### src/rtl/nametable_update_sched.sv
// nametable_update_sched
// ----------------------
// Owns the single-port background name table RAM (240 x 32 bit, four tile
// indices per word, byte 3 = leftmost tile). The background draw logic reads
// straight through whenever no write is being issued. CPU writes and the
// whole-table clear command are queued and committed only while the beam is
// outside the displayed game area, so a frame never shows a half-updated table.
//
// Ports:
//   clk, rstn             clock, asynchronous active-low reset
//   vga_pos_y             current VGA line (already synchronous to clk)
//   cpu_wr_*              write request channel (valid/ready handshake)
//   clr_req, clr_value    single-cycle clear command and its fill tile index
//   clr_busy              a clear is pending or running
//   draw_addr             read address from the background draw logic
//   ram_addr/wdata/be/we  name table RAM port
//   fifo_level            number of buffered writes
//   addr_err              one-cycle pulse when an out-of-range write was dropped
module nametable_update_sched #(
  parameter int FIFO_DEPTH      = 8,
  parameter int POSXY_BIT       = 10,
  parameter int GAME_START_POSY = 0,
  parameter int GAME_HEIGHT     = 240,
  parameter int NT_WORDS        = 240,
  localparam int LEVEL_W        = $clog2(FIFO_DEPTH + 1)
) (
  input  logic                 clk,
  input  logic                 rstn,
  input  logic [POSXY_BIT-1:0] vga_pos_y,
  input  logic                 cpu_wr_valid,
  output logic                 cpu_wr_ready,
  input  logic [7:0]           cpu_wr_addr,
  input  logic [31:0]          cpu_wr_data,
  input  logic [3:0]           cpu_wr_be,
  input  logic                 clr_req,
  input  logic [7:0]           clr_value,
  output logic                 clr_busy,
  input  logic [7:0]           draw_addr,
  output logic [7:0]           ram_addr,
  output logic [31:0]          ram_wdata,
  output logic [3:0]           ram_be,
  output logic                 ram_we,
  output logic [LEVEL_W-1:0]   fifo_level,
  output logic                 addr_err
);

  localparam int PTR_W = (FIFO_DEPTH > 1) ? $clog2(FIFO_DEPTH) : 1;

  // The guard line just before the game area only exists when the game area
  // does not start at line 0; otherwise "start - 1" would wrap to all ones.
  localparam bit          HAS_PRE_BLANK = (GAME_START_POSY > 0);
  localparam logic [31:0] GUARD_Y       = 32'(GAME_START_POSY - 1);
  localparam logic [31:0] END_Y         = 32'(GAME_START_POSY + GAME_HEIGHT);
  localparam logic [31:0] NT_WORDS_U    = 32'(NT_WORDS);
  localparam logic [7:0]  LAST_ADDR     = 8'(NT_WORDS - 1);

  typedef enum logic [1:0] {IDLE, DRAIN, CLEAR} state_t;

  typedef struct packed {
    logic [7:0]  addr;
    logic [31:0] data;
    logic [3:0]  be;
  } wr_entry_t;

  wr_entry_t            fifo_mem [FIFO_DEPTH];
  logic [PTR_W-1:0]     wr_ptr_reg, rd_ptr_reg;
  logic [LEVEL_W-1:0]   fifo_level_reg;
  state_t               state_reg;
  logic [7:0]           clr_cnt_reg;
  logic [7:0]           clr_value_reg;
  logic                 clr_busy_reg;
  logic                 ram_we_reg;
  logic [7:0]           wr_addr_reg;
  logic [31:0]          ram_wdata_reg;
  logic [3:0]           ram_be_reg;
  logic                 addr_err_reg;

  logic [31:0] pos_y_ext;
  logic        issue_ok;
  logic        fifo_empty, fifo_full;
  logic        handshake, addr_ok, push, pop;
  logic [31:0] clr_word;

  assign pos_y_ext = 32'(vga_pos_y);
  assign issue_ok  = (HAS_PRE_BLANK && (pos_y_ext < GUARD_Y)) || (pos_y_ext >= END_Y);

  assign fifo_empty   = (fifo_level_reg == '0);
  assign fifo_full    = (fifo_level_reg == LEVEL_W'(FIFO_DEPTH));
  assign cpu_wr_ready = !fifo_full && !clr_busy_reg;

  assign handshake = cpu_wr_valid && cpu_wr_ready;
  assign addr_ok   = (32'(cpu_wr_addr) < NT_WORDS_U);
  assign push      = handshake && addr_ok;
  assign pop       = (state_reg == DRAIN) && issue_ok && !fifo_empty;

  // Clear pattern: the latched tile index replicated into every byte lane.
  genvar gi;
  generate
    for (gi = 0; gi < 4; gi++) begin : g_clr_lane
      assign clr_word[8*gi +: 8] = clr_value_reg;
    end
  endgenerate

  // Write buffer storage; contents need no reset since the pointers gate use.
  always_ff @(posedge clk) begin
    if (push) begin
      fifo_mem[wr_ptr_reg] <= '{addr: cpu_wr_addr, data: cpu_wr_data, be: cpu_wr_be};
    end
  end

  always_ff @(posedge clk or negedge rstn) begin
    if (!rstn) begin
      wr_ptr_reg     <= '0;
      rd_ptr_reg     <= '0;
      fifo_level_reg <= '0;
      state_reg      <= IDLE;
      clr_cnt_reg    <= '0;
      clr_value_reg  <= '0;
      clr_busy_reg   <= 1'b0;
      ram_we_reg     <= 1'b0;
      wr_addr_reg    <= '0;
      ram_wdata_reg  <= '0;
      ram_be_reg     <= '0;
      addr_err_reg   <= 1'b0;
    end else begin
      ram_we_reg   <= 1'b0;
      addr_err_reg <= handshake && !addr_ok;

      if (push) wr_ptr_reg <= wr_ptr_reg + PTR_W'(1);
      if (pop)  rd_ptr_reg <= rd_ptr_reg + PTR_W'(1);

      case ({push, pop})
        2'b10:   fifo_level_reg <= fifo_level_reg + LEVEL_W'(1);
        2'b01:   fifo_level_reg <= fifo_level_reg - LEVEL_W'(1);
        default: fifo_level_reg <= fifo_level_reg;
      endcase

      // A clear request during a pending/running clear is dropped.
      if (clr_req && !clr_busy_reg) begin
        clr_busy_reg  <= 1'b1;
        clr_value_reg <= clr_value;
      end

      case (state_reg)
        IDLE: begin
          // Buffered writes always go out before a pending clear.
          if (clr_busy_reg && fifo_empty) begin
            state_reg   <= CLEAR;
            clr_cnt_reg <= '0;
          end else if (!fifo_empty) begin
            state_reg <= DRAIN;
          end
        end
        DRAIN: begin
          if (pop) begin
            ram_we_reg    <= 1'b1;
            wr_addr_reg   <= fifo_mem[rd_ptr_reg].addr;
            ram_wdata_reg <= fifo_mem[rd_ptr_reg].data;
            ram_be_reg    <= fifo_mem[rd_ptr_reg].be;
          end else if (fifo_empty) begin
            state_reg <= IDLE;
          end
        end
        CLEAR: begin
          if (issue_ok) begin
            ram_we_reg    <= 1'b1;
            wr_addr_reg   <= clr_cnt_reg;
            ram_wdata_reg <= clr_word;
            ram_be_reg    <= 4'hF;
            if (clr_cnt_reg == LAST_ADDR) begin
              // Busy drops together with the final write strobe.
              state_reg    <= IDLE;
              clr_busy_reg <= 1'b0;
            end else begin
              clr_cnt_reg <= clr_cnt_reg + 8'd1;
            end
          end
        end
        default: state_reg <= IDLE;
      endcase
    end
  end

  // The draw logic owns the RAM address except in cycles carrying a write.
  assign ram_addr   = ram_we_reg ? wr_addr_reg : draw_addr;
  assign ram_we     = ram_we_reg;
  assign ram_wdata  = ram_wdata_reg;
  assign ram_be     = ram_be_reg;
  assign clr_busy   = clr_busy_reg;
  assign fifo_level = fifo_level_reg;
  assign addr_err   = addr_err_reg;

endmodule

### config.mk
export PLATFORM = sky130hd
export DESIGN_NAME = nametable_update_sched
export DESIGN_NICKNAME = d
export VERILOG_FILES = /design/src/rtl/nametable_update_sched.sv
export SDC_FILE = /design/constraint.sdc
export NUM_CORES = 1
export LEC_CHECK = 0
export CORE_MARGIN = 10
export CORE_UTILIZATION = 38
export CTS_CLUSTER_DIAMETER = 30
export DETAILED_ROUTE_END_ITERATION = 7
export PLACE_DENSITY_LB_ADDON = 0.3
export SLEW_MARGIN = 20
export SYNTH_ARGS = -nofsm -noshare
export SYNTH_HDL_FRONTEND = slang
export SYNTH_SLANG_ARGS = --single-unit
### constraint.sdc
create_clock -name clk -period 6.4 [get_ports clk]
set_input_delay 0.96 -clock clk [delete_from_list [all_inputs] [get_ports clk]]
set_output_delay 0.96 -clock clk [all_outputs]
set_load 0.05 [all_outputs]
==> results.sh, run 1 <==
export IMPL_status="finished, final reports clean"
export IMPL_synth_top_family_by_area="multiplexers"
export IMPL_finalMaxSlewViolations=0
export IMPL_synth_ff_type="edfxtp_1"
export IMPL_synth_area_um2=16600
export IMPL_grt_first_pass_wirelength_mm=59.4
export IMPL_clk_pin_slew_worst_paths_ns=0.04
export IMPL_coreArea_um2=43200
export IMPL_synthAdderAreaFrac_pct=0.677
export IMPL_drc=0
export IMPL_place_congestion=0.748
export IMPL_switching_share_pct=31.1
export IMPL_io_buffers=121
export IMPL_r2r_worst_path_cells=6
export IMPL_die_h_um=229
export IMPL_cts_resized_gates=0
export IMPL_synth_top_cell_area_share_pct=63.5
export IMPL_hpwlAfterDp_mm=22.0
export IMPL_grt_max_degree=62
export IMPL_dr_pass1_iters=4
export IMPL_boundaryPins=126
export IMPL_dieWidth_um=229
export IMPL_fill_cells=3607
export IMPL_yosys_area_top_type="edfxtp_1"
export IMPL_hold_buffers=0
export IMPL_finalCriticalPeriod_ns=3.38
export IMPL_syn_nets=965
export IMPL_r2r_slack_ns=3.39
export IMPL_dp_cells=1562
export IMPL_nets=1149
export IMPL_power_leakage_nw=7.37
export IMPL_synth_compound_area_share_pct=4.34
export IMPL_track_usage_pct=15.0
export IMPL_power_per_cell_area_nw_per_um2=494
export IMPL_skew_ns=0.0249
export IMPL_clock_sinks=427
export IMPL_syn_instance_count=882
export IMPL_clockPowerShare_pct=41.7
export IMPL_cp_cell_sequence="clkdlybuf4s50_1 -> nand4_1 -> and3_1 -> nand2b_1 -> nor2_4 -> buf_4"
export IMPL_finalHoldViolations=0
export IMPL_intPower_mw=7.34
export IMPL_cts_buffers=87
export IMPL_tritoncts="built"
export IMPL_grt_pass1_vias=9414
export IMPL_worst_path_largest_cell_delay_ns=0.64
export IMPL_grt_overflow=0
export IMPL_antenna_found_initial=4
export IMPL_synth_edf_count=352
export IMPL_fin_cells=1727
export IMPL_min_path_type="in -> async"
export IMPL_fp_row_count=76
export IMPL_synthMuxAreaShare_pct=13.9
export IMPL_synth_xor_area_share_pct=0.474
export IMPL_fin_hold_ws_ns=0.324
export IMPL_ys_async_sr_fraction_pct=17.6
export IMPL_viasPerCell=5.16
export IMPL_p_seq_share_pct=33.5
export IMPL_power_switching_mw=3.31
export IMPL_drt_total_wl_mm=39.5
export IMPL_tightest_slew_ns=1.10
export IMPL_yosysUniqueCellTypes=44
export IMPL_post_route_period_util_pct=52.8
export IMPL_worst_path_max_delay_cell="nor2_4"
export IMPL_cts_buffer_depth=3
export IMPL_cts_htree_levels=3
export IMPL_crit_type="in -> reg"
export IMPL_maxCapViolations=0
export IMPL_wire_per_inst_um=22.9
export IMPL_fmax_ghz=0.296
export IMPL_critPathBufInv=2
export IMPL_worstPathRequired_ns=6.61
export IMPL_synth_simple_area_share_pct=4.37
export IMPL_cts_setup_buffers=0
export IMPL_dieArea_um2=52500
export IMPL_yosys_warnings=0
export IMPL_ir_drop_mv=0.264
export IMPL_root_buffer="clkbuf_16"
export IMPL_comb_power_share_pct=24.9
export IMPL_drive_gt1_share_pct=24.6
export IMPL_critical_path_top_delay_family="simple AND/OR/NAND/NOR gates"
export IMPL_synth_area_leaders="edfxtp_1 (64%), mux4_2 (12%), dfrtp_1 (11%)"
export IMPL_largest_register_ffs=352
export IMPL_clock_latency_ns=0.59
export IMPL_ys_ff_latch=427
export IMPL_r2r_start="fifo_level[1]"
export IMPL_reg2reg_to="fifo_mem[3][24]"
export IMPL_synthToLayoutAreaGrowth_pct=29.5
export IMPL_finalSetupTns_ns=0
export IMPL_cp_max_fo=28
export IMPL_start_util_pct=38.5
export IMPL_max_slew_margin_rel_pct=26.2
export IMPL_syn_avg_cell_area_um2=18.9
export IMPL_vias=8919
export IMPL_grt_setup_unrepaired="false"
export IMPL_synth_seq_area_share_pct=74.8
export IMPL_cp_arrival_ns=3.58
export IMPL_final_antenna_net_count=0
export IMPL_setup_violations=0
export IMPL_end_kind="register"
export IMPL_first_iter_violations=725
export IMPL_worst_setup_path_start_kind="primary input"
## cell usage in the layout (no fill, tap or decap), types with 3 or more instances in the layout
master | synthesis | routed
edfxtp_1 | 352 | 352
clkdlybuf4s50_1 | 0 | 120
clkbuf_16 | 0 | 89
mux4_2 | 88 | 88
dfrtp_1 | 75 | 72
nand2_1 | 63 | 63
o21ai_0 | 58 | 56
nor2b_1 | 34 | 34
a211oi_1 | 32 | 32
buf_4 | 2 | 21
mux2_2 | 19 | 19
clkbuf_1 | 28 | 19
nor2_1 | 20 | 14
clkinv_2 | 0 | 13
a21oi_1 | 12 | 12
mux2i_1 | 12 | 12
bufinv_16 | 0 | 9
ha_1 | 9 | 8
clkinv_4 | 0 | 7
nor2_4 | 0 | 6
clkinv_1 | 1 | 6
or3_1 | 6 | 6
inv_6 | 0 | 6
clkinvlp_4 | 0 | 6
inv_1 | 5 | 5
a31oi_1 | 5 | 5
xor2_1 | 5 | 5
nand2b_1 | 4 | 4
xnor2_1 | 4 | 4
clkbuf_8 | 0 | 4
nand4_1 | 3 | 3
o21ai_1 | 1 | 3
nand3_1 | 3 | 3
o2bb2ai_1 | 3 | 3
clkinv_8 | 0 | 3
## layout make-up
cell class                 count  area [µm²]  area share, %
antenna                        2        5.00         0.0232
sequential                   427       12500           57.8
multi-input combinational    403        4010           18.6
clock buffer                 112        2350           10.9
inverter                       6        22.5          0.105
timing repair buffer         141        1360           6.31
tap                          585         732           3.40
clock inverter                51         603           2.80
## power groups by stage
| stage | clock, mW | combinational [mW] | sequential (mW) |
|---|---|---|---|
| final | 4.44 | 2.65 | 3.56 |
| after global routing | 4.65 | 2.86 | 3.61 |
| after CTS | 4.51 | 2.70 | 3.57 |
| after detailed placement | 0 | 2.69 | 3.62 |
| after global placement | 0 | 2.66 | 3.61 |
| after floorplan | 0 | 1.60 | 3.80 |
## per-layer routing
layer / global-route usage (%) / share of wire, % / up-vias
met5: 0 / 0.058 / -
met4: 4.82 / 1.9 / 4
met3: 3.91 / 6.5 / 57
met2: 22.6 / 46 / 280
met1: 20.8 / 46 / 4649
li1: - / - / 3929
## cells by family (layout without fill, tap and decap cells)
kind of cell / Yosys count / after routing
adder cells (fa/ha/maj): 9 / 9
AND/OR/NAND/NOR: 147 / 147
flip-flops: 427 / 427
other: 0 / 2
multiplexers: 119 / 119
XOR/XNOR: 9 / 9
buffers and inverters: 52 / 310
AO/OA/AOI/OAI: 119 / 119
## through the flow
step	setup WS [ns]	total power, mW	utilization, %	instance area [µm²]
3_5_place_dp	2.40	6.31	43.0	18600
6_report	3.02	10.7	49.9	21500
2_1_floorplan	0.655	5.40	-	16600
4_1_cts	3.00	10.8	49.9	21500
5_1_grt	2.82	11.1	49.9	21500
3_3_place_gp	2.39	6.27	43.0	18600
## worst max-delay path by stage
| stage | end | startpoint | slack, ns | depth (start not counted) |
|---|---|---|---|---|
| after floorplan | fifo_mem[0][0] | fifo_level[1] | 0.65 | 6 |
| after detailed placement | fifo_mem[3][17] | cpu_wr_addr[7] | 2.40 | 6 |
| final | fifo_mem[3][24] | cpu_wr_addr[4] | 3.02 | 6 |
| after global placement | fifo_mem[3][17] | cpu_wr_addr[7] | 2.39 | 6 |
| after CTS | fifo_mem[3][24] | cpu_wr_addr[7] | 3.00 | 6 |
| after global routing | fifo_mem[3][24] | cpu_wr_addr[7] | 2.82 | 6 |
## synth_stat cells, types with 4 or more instances
master	number
edfxtp_1	352
mux4_2	88
dfrtp_1	75
nand2_1	63
o21ai_0	58
nor2b_1	34
a211oi_1	32
clkbuf_1	28
nor2_1	20
mux2_2	19
a21oi_1	12
buf_2	12
mux2i_1	12
ha_1	9
or3_1	6
a31oi_1	5
inv_1	5
xor2_1	5
nand2b_1	4
nor3_1	4
xnor2_1	4
Power figures use the tool's default switching activity.
==> run 2: changes to the inputs <==
Clock period 6.4 ns to 2.95 ns, I/O delays scaled along.
==> results.sh, run 2 (same netlist as run 1, synthesis figures left out) <==
export IMPL_status="finished, final reports clean"
export IMPL_fp_row_count=76
export IMPL_dieWidth_um=229
export IMPL_final_area_um2=22100
export IMPL_vias=9049
export IMPL_largest_register_ffs=352
export IMPL_switching_share_pct=30.9
export IMPL_layout_commonest_cell="edfxtp_1"
export IMPL_cts_htree_levels=3
export IMPL_grt_overflow=0
export IMPL_clock_sinks=427
export IMPL_track_usage_pct=15.1
export IMPL_maxCapViolations=0
export IMPL_worst_path_largest_cell_delay_ns=0.71
export IMPL_post_route_period_util_pct=90.7
export IMPL_worst_path_max_delay_cell="clkdlybuf4s50_1"
export IMPL_tritoncts="built"
export IMPL_finalCriticalPeriod_ns=2.68
export IMPL_fin_cells=1761
export IMPL_root_buffer="clkbuf_16"
export IMPL_viasPerCell=5.14
export IMPL_cp_arrival_ns=2.23
export IMPL_dr_pass1_iters=5
export IMPL_cp_cell_sequence="mux2_2 -> clkdlybuf4s50_1"
export IMPL_power_switching_mw=7.35
export IMPL_coreArea_um2=43200
export IMPL_skew_ns=0.0179
export IMPL_fmax_ghz=0.374
export IMPL_max_slew_margin_rel_pct=41.7
export IMPL_clockPowerShare_pct=41.7
export IMPL_comb_power_share_pct=26.3
export IMPL_die_h_um=229
export IMPL_setup_violations=0
export IMPL_end_kind="output port"
export IMPL_io_buffers=121
export IMPL_boundaryPins=126
export IMPL_cts_setup_buffers=0
export IMPL_crit_type="reg -> out"
export IMPL_worst_setup_path_start_kind="register"
export IMPL_nets=1183
export IMPL_diodes=0
export IMPL_final_cell_mix="edfxtp_1 (352), clkdlybuf4s50_1 (120), clkbuf_16 (91)"
export IMPL_synthToLayoutAreaGrowth_pct=33.0
export IMPL_drc=0
export IMPL_clock_latency_ns=0.60
export IMPL_place_area_um2=19000
export IMPL_cts_resized_gates=0
export IMPL_ir_drop_mv=0.719
export IMPL_drt_total_wl_mm=39.8
export IMPL_intPower_mw=16.4
export IMPL_first_iter_violations=683
export IMPL_drive_gt1_share_pct=28.2
export IMPL_grt_first_pass_wirelength_mm=60.2
export IMPL_start_util_pct=38.5
export IMPL_clk_pin_slew_worst_paths_ns=0.05
export IMPL_cts_buffer_depth=3
export IMPL_preCtsSetupSlack_ns=0.155
export IMPL_tightest_slew_ns=0.866
export IMPL_place_congestion=0.724
export IMPL_fin_hold_ws_ns=0.427
export IMPL_finalMaxSlewViolations=0
export IMPL_finalSetupTns_ns=0
export IMPL_dieArea_um2=52500
export IMPL_wire_per_inst_um=22.6
export IMPL_worstPathRequired_ns=2.51
export IMPL_cp_max_fo=9
export IMPL_antenna_found_initial=3
export IMPL_grt_max_degree=76
export IMPL_cts_buffers=91
export IMPL_grt_pass1_vias=9501
export IMPL_min_path_type="in -> reg"
export IMPL_power_leakage_nw=7.64
export IMPL_p_seq_share_pct=32.0
export IMPL_finalHoldViolations=0
export IMPL_grt_setup_unrepaired="false"
export IMPL_power_per_cell_area_nw_per_um2=1070
export IMPL_final_antenna_net_count=0
export IMPL_worst_slack_ns=0.275
export IMPL_hpwlAfterDp_mm=23.3
export IMPL_hold_buffers=1
export IMPL_dp_cells=1591
## run 2: per-stage QoR
step	util (%)	total power, mW
floorplan	-	11.8
finish	51.3	23.8
global placement	44.1	14.0
detailed placement	44.1	14.0
global route	51.3	24.9
CTS	51.3	24.1
## run 2: layout make-up
type,count,area [µm²]
Timing Repair Buffer,171,1770
Multi-Input combinational cell,403,4070
Clock buffer,101,2330
Sequential cell,427,12500
Tap cell,585,732
Inverter,6,22.5
Clock inverter,68,737
Fill cell,3547,21000
## run 2: worst paths after layout
kind	end	start	cells after the start	slack [ns]
max	ram_addr[6]	ram_we	2	0.27
min	addr_err	cpu_wr_valid	3	0.43
max reg2reg	fifo_level[2]	fifo_level[1]	10	0.52
min reg2reg	wr_addr_reg[6]	wr_addr_reg[6]	2	0.48
max in group asynchronous	ram_wdata[6]	rstn	3	1.82
min in group asynchronous	state_reg[1]	rstn	2	0.50
## run 2: critical path, delay by kind of cell (launching register included)
| family | cells | cell delay [ns] |
|---|---|---|
| buffers and inverters | 1 | 0.71 |
| DFF | 1 | 0.55 |
| muxes | 1 | 0.38 |
## run 2: per-layer routing
| metal | vias up | GRT usage [%] | part of all wire [%] |
|---|---|---|---|
| met1 | 4689 | 20.0 | 43 |
| li1 | 4002 | - | - |
| met4 | 6 | 4.86 | 1.8 |
| met3 | 63 | 4.54 | 7.7 |
| met2 | 289 | 23.6 | 48 |
| met5 | - | 0 | 0.10 |
## run 2: power groups by stage
stage               logic [mW]  clock network, mW  registers [mW]
finish                    6.25               9.92            7.60
CTS                       6.36               10.1            7.62
global placement          6.27                  0            7.71
global route              6.75               10.4            7.68
floorplan                 3.49                  0            8.26
detailed placement        6.33                  0            7.71
==> run 3: changes to the inputs <==
Settings changed: PLACE_DENSITY set to 0.67, PLACE_DENSITY_LB_ADDON 0.3 to unset.
Clock period 2.95 ns to 3.3 ns, I/O delays scaled along.
==> results.sh, run 3 (same netlist as run 1, synthesis figures left out) <==
export IMPL_status="finished, final reports clean"
export IMPL_coreArea_um2=43200
export IMPL_first_iter_violations=842
export IMPL_use_met3_pct=4.85
export IMPL_dieArea_um2=52500
export IMPL_worst_path_max_delay_cell="clkdlybuf4s50_1"
export IMPL_start_util_pct=38.5
export IMPL_wire_per_inst_um=22.7
export IMPL_drc=0
export IMPL_critical_path_top_delay_family="buffers and inverters"
export IMPL_power_total_mw=21.5
export IMPL_grt_pass1_vias=9554
export IMPL_finalHoldViolations=0
export IMPL_power_per_cell_area_nw_per_um2=972
export IMPL_critPathBufInv=1
export IMPL_grt_overflow=0
export IMPL_layout_commonest_cell="edfxtp_1"
export IMPL_finalSetupTns_ns=0
export IMPL_cts_buffers=88
export IMPL_post_route_period_util_pct=81.8
export IMPL_fill_cells=3458
export IMPL_drt_total_wl_mm=39.8
export IMPL_vias=9036
export IMPL_final_cell_mix="edfxtp_1 (352), clkdlybuf4s50_1 (120), clkbuf_16 (89)"
export IMPL_grt_first_pass_wirelength_mm=60.1
export IMPL_min_path_type="reg -> reg"
export IMPL_tritoncts="built"
export IMPL_io_buffers=121
export IMPL_cts_resized_gates=0
export IMPL_fmax_ghz=0.371
export IMPL_dieWidth_um=229
export IMPL_grt_setup_unrepaired="false"
export IMPL_finalMaxSlewViolations=0
export IMPL_end_kind="output port"
export IMPL_cts_buffer_depth=3
export IMPL_place_congestion=0.757
export IMPL_die_h_um=229
export IMPL_max_slew_margin_rel_pct=24.6
export IMPL_grtUsageMet1_pct=20.1
export IMPL_worst_path_largest_cell_delay_ns=0.71
export IMPL_skew_ns=0.0230
export IMPL_synthToLayoutAreaGrowth_pct=33.2
export IMPL_clk_pin_slew_worst_paths_ns=0.04
export IMPL_cp_cell_sequence="nor3_1 -> a21oi_4 -> clkdlybuf4s50_1"
export IMPL_clock_latency_ns=0.60
export IMPL_boundaryPins=126
export IMPL_antenna_found_initial=3
export IMPL_final_antenna_net_count=0
export IMPL_clock_sinks=427
export IMPL_cp_max_fo=8
export IMPL_grt_busiest_layer="met2"
export IMPL_drive_gt1_share_pct=27.3
export IMPL_cp_arrival_ns=2.20
export IMPL_setup_violations=0
export IMPL_track_usage_pct=15.1
export IMPL_nets=1173
export IMPL_viasPerCell=5.16
export IMPL_seq_area_um2=12500
export IMPL_grt_max_degree=42
export IMPL_worstPathRequired_ns=2.80
export IMPL_met2_usage_pct=23.3
export IMPL_crit_type="reg -> out"
export IMPL_power_leakage_nw=7.62
export IMPL_cts_htree_levels=3
export IMPL_root_buffer="clkbuf_16"
export IMPL_tightest_slew_ns=1.12
export IMPL_ir_drop_mv=0.619
export IMPL_largest_register_ffs=352
export IMPL_maxCapViolations=0
export IMPL_fp_row_count=76
export IMPL_hpwlAfterDp_mm=23.5
export IMPL_finalCriticalPeriod_ns=2.70
export IMPL_multiInputGateArea_um2=4040
export IMPL_dr_pass1_iters=4
export IMPL_worst_setup_path_start_kind="register"
==> run 3: cell count changes in the layout (fill, tap and decap cells not counted), sizes merged <==
cell / change
bufinv: +3
diode: +1
inv: +6
clkinv: -16
buf: -7
clkbuf: +4
clkinvlp: -2
==> run 3: area by class of cell <==
type	instances	share of cell area (%)
sequential	427	56.2
multi-input combinational	403	18.2
clock buffer	105	10.6
timing repair buffer	164	7.94
clock inverter	59	3.54
tap	585	3.30
inverter	6	0.102
antenna	1	0.0113
==> run 3: worst paths after layout <==
path / startpoint / cells after the start / end / slack, ns
max: fifo_level[1] / 3 / cpu_wr_ready / 0.60
min: wr_addr_reg[5] / 2 / wr_addr_reg[5] / 0.47
max reg2reg: state_reg[1] / 11 / fifo_level[2] / 0.77
min reg2reg: wr_addr_reg[5] / 2 / wr_addr_reg[5] / 0.47
max in group asynchronous: rstn / 3 / clr_value_reg[0] / 2.03
min in group asynchronous: rstn / 2 / ram_wdata[29] / 0.50
==> run 3: routing by layer <==
layer / routed length (µm) / part of all wire [%] / vias to the layer above
met5: 32 / 0.080 / -
met4: 825 / 2.1 / 6
met3: 3380 / 8.5 / 62
met2: 18400 / 46 / 327
met1: 17200 / 43 / 4656
li1: - / - / 3985
==> run 3: what timing repair did <==
item                      4_1_cts  5_1_grt
setup buffers                   0        0
hold endpoints to repair       36        0
hold buffers                    1        0
==> run 3: worst register-to-register path: stages, from the launching register on <==
cell,delay [ns]
dfrtp_1,0.40
inv_1,0.09
ha_1,0.24
nand2b_1,0.11
nor2b_1,0.42
ha_1,0.35
xor2_1,0.11
ha_1,0.19
a21oi_1,0.14
xor2_1,0.16
nor2_1,0.06
xor2_1,0.13
==> run 3: stage by stage <==
stage	utilization [%]	instances	cell area (µm²)	hold WS, ns	setup WS (ns)
floorplan	-	882	16700	0.199	0.0415
global placement	44.0	1584	19000	0.467	0.184
detailed placement	44.0	1584	19000	0.466	0.173
CTS	51.3	1749	22200	0.458	0.563
global route	51.3	1749	22200	0.498	0.523
finish	51.3	1750	22200	0.471	0.602
==> run 3: report_power, final <==
part           internal (mW)  switching (mW)  total, mW
registers               6.25           0.645       6.89
logic                   2.41            3.07       5.48
clock network           6.24            2.92       9.17
total                   14.9            6.64       21.5
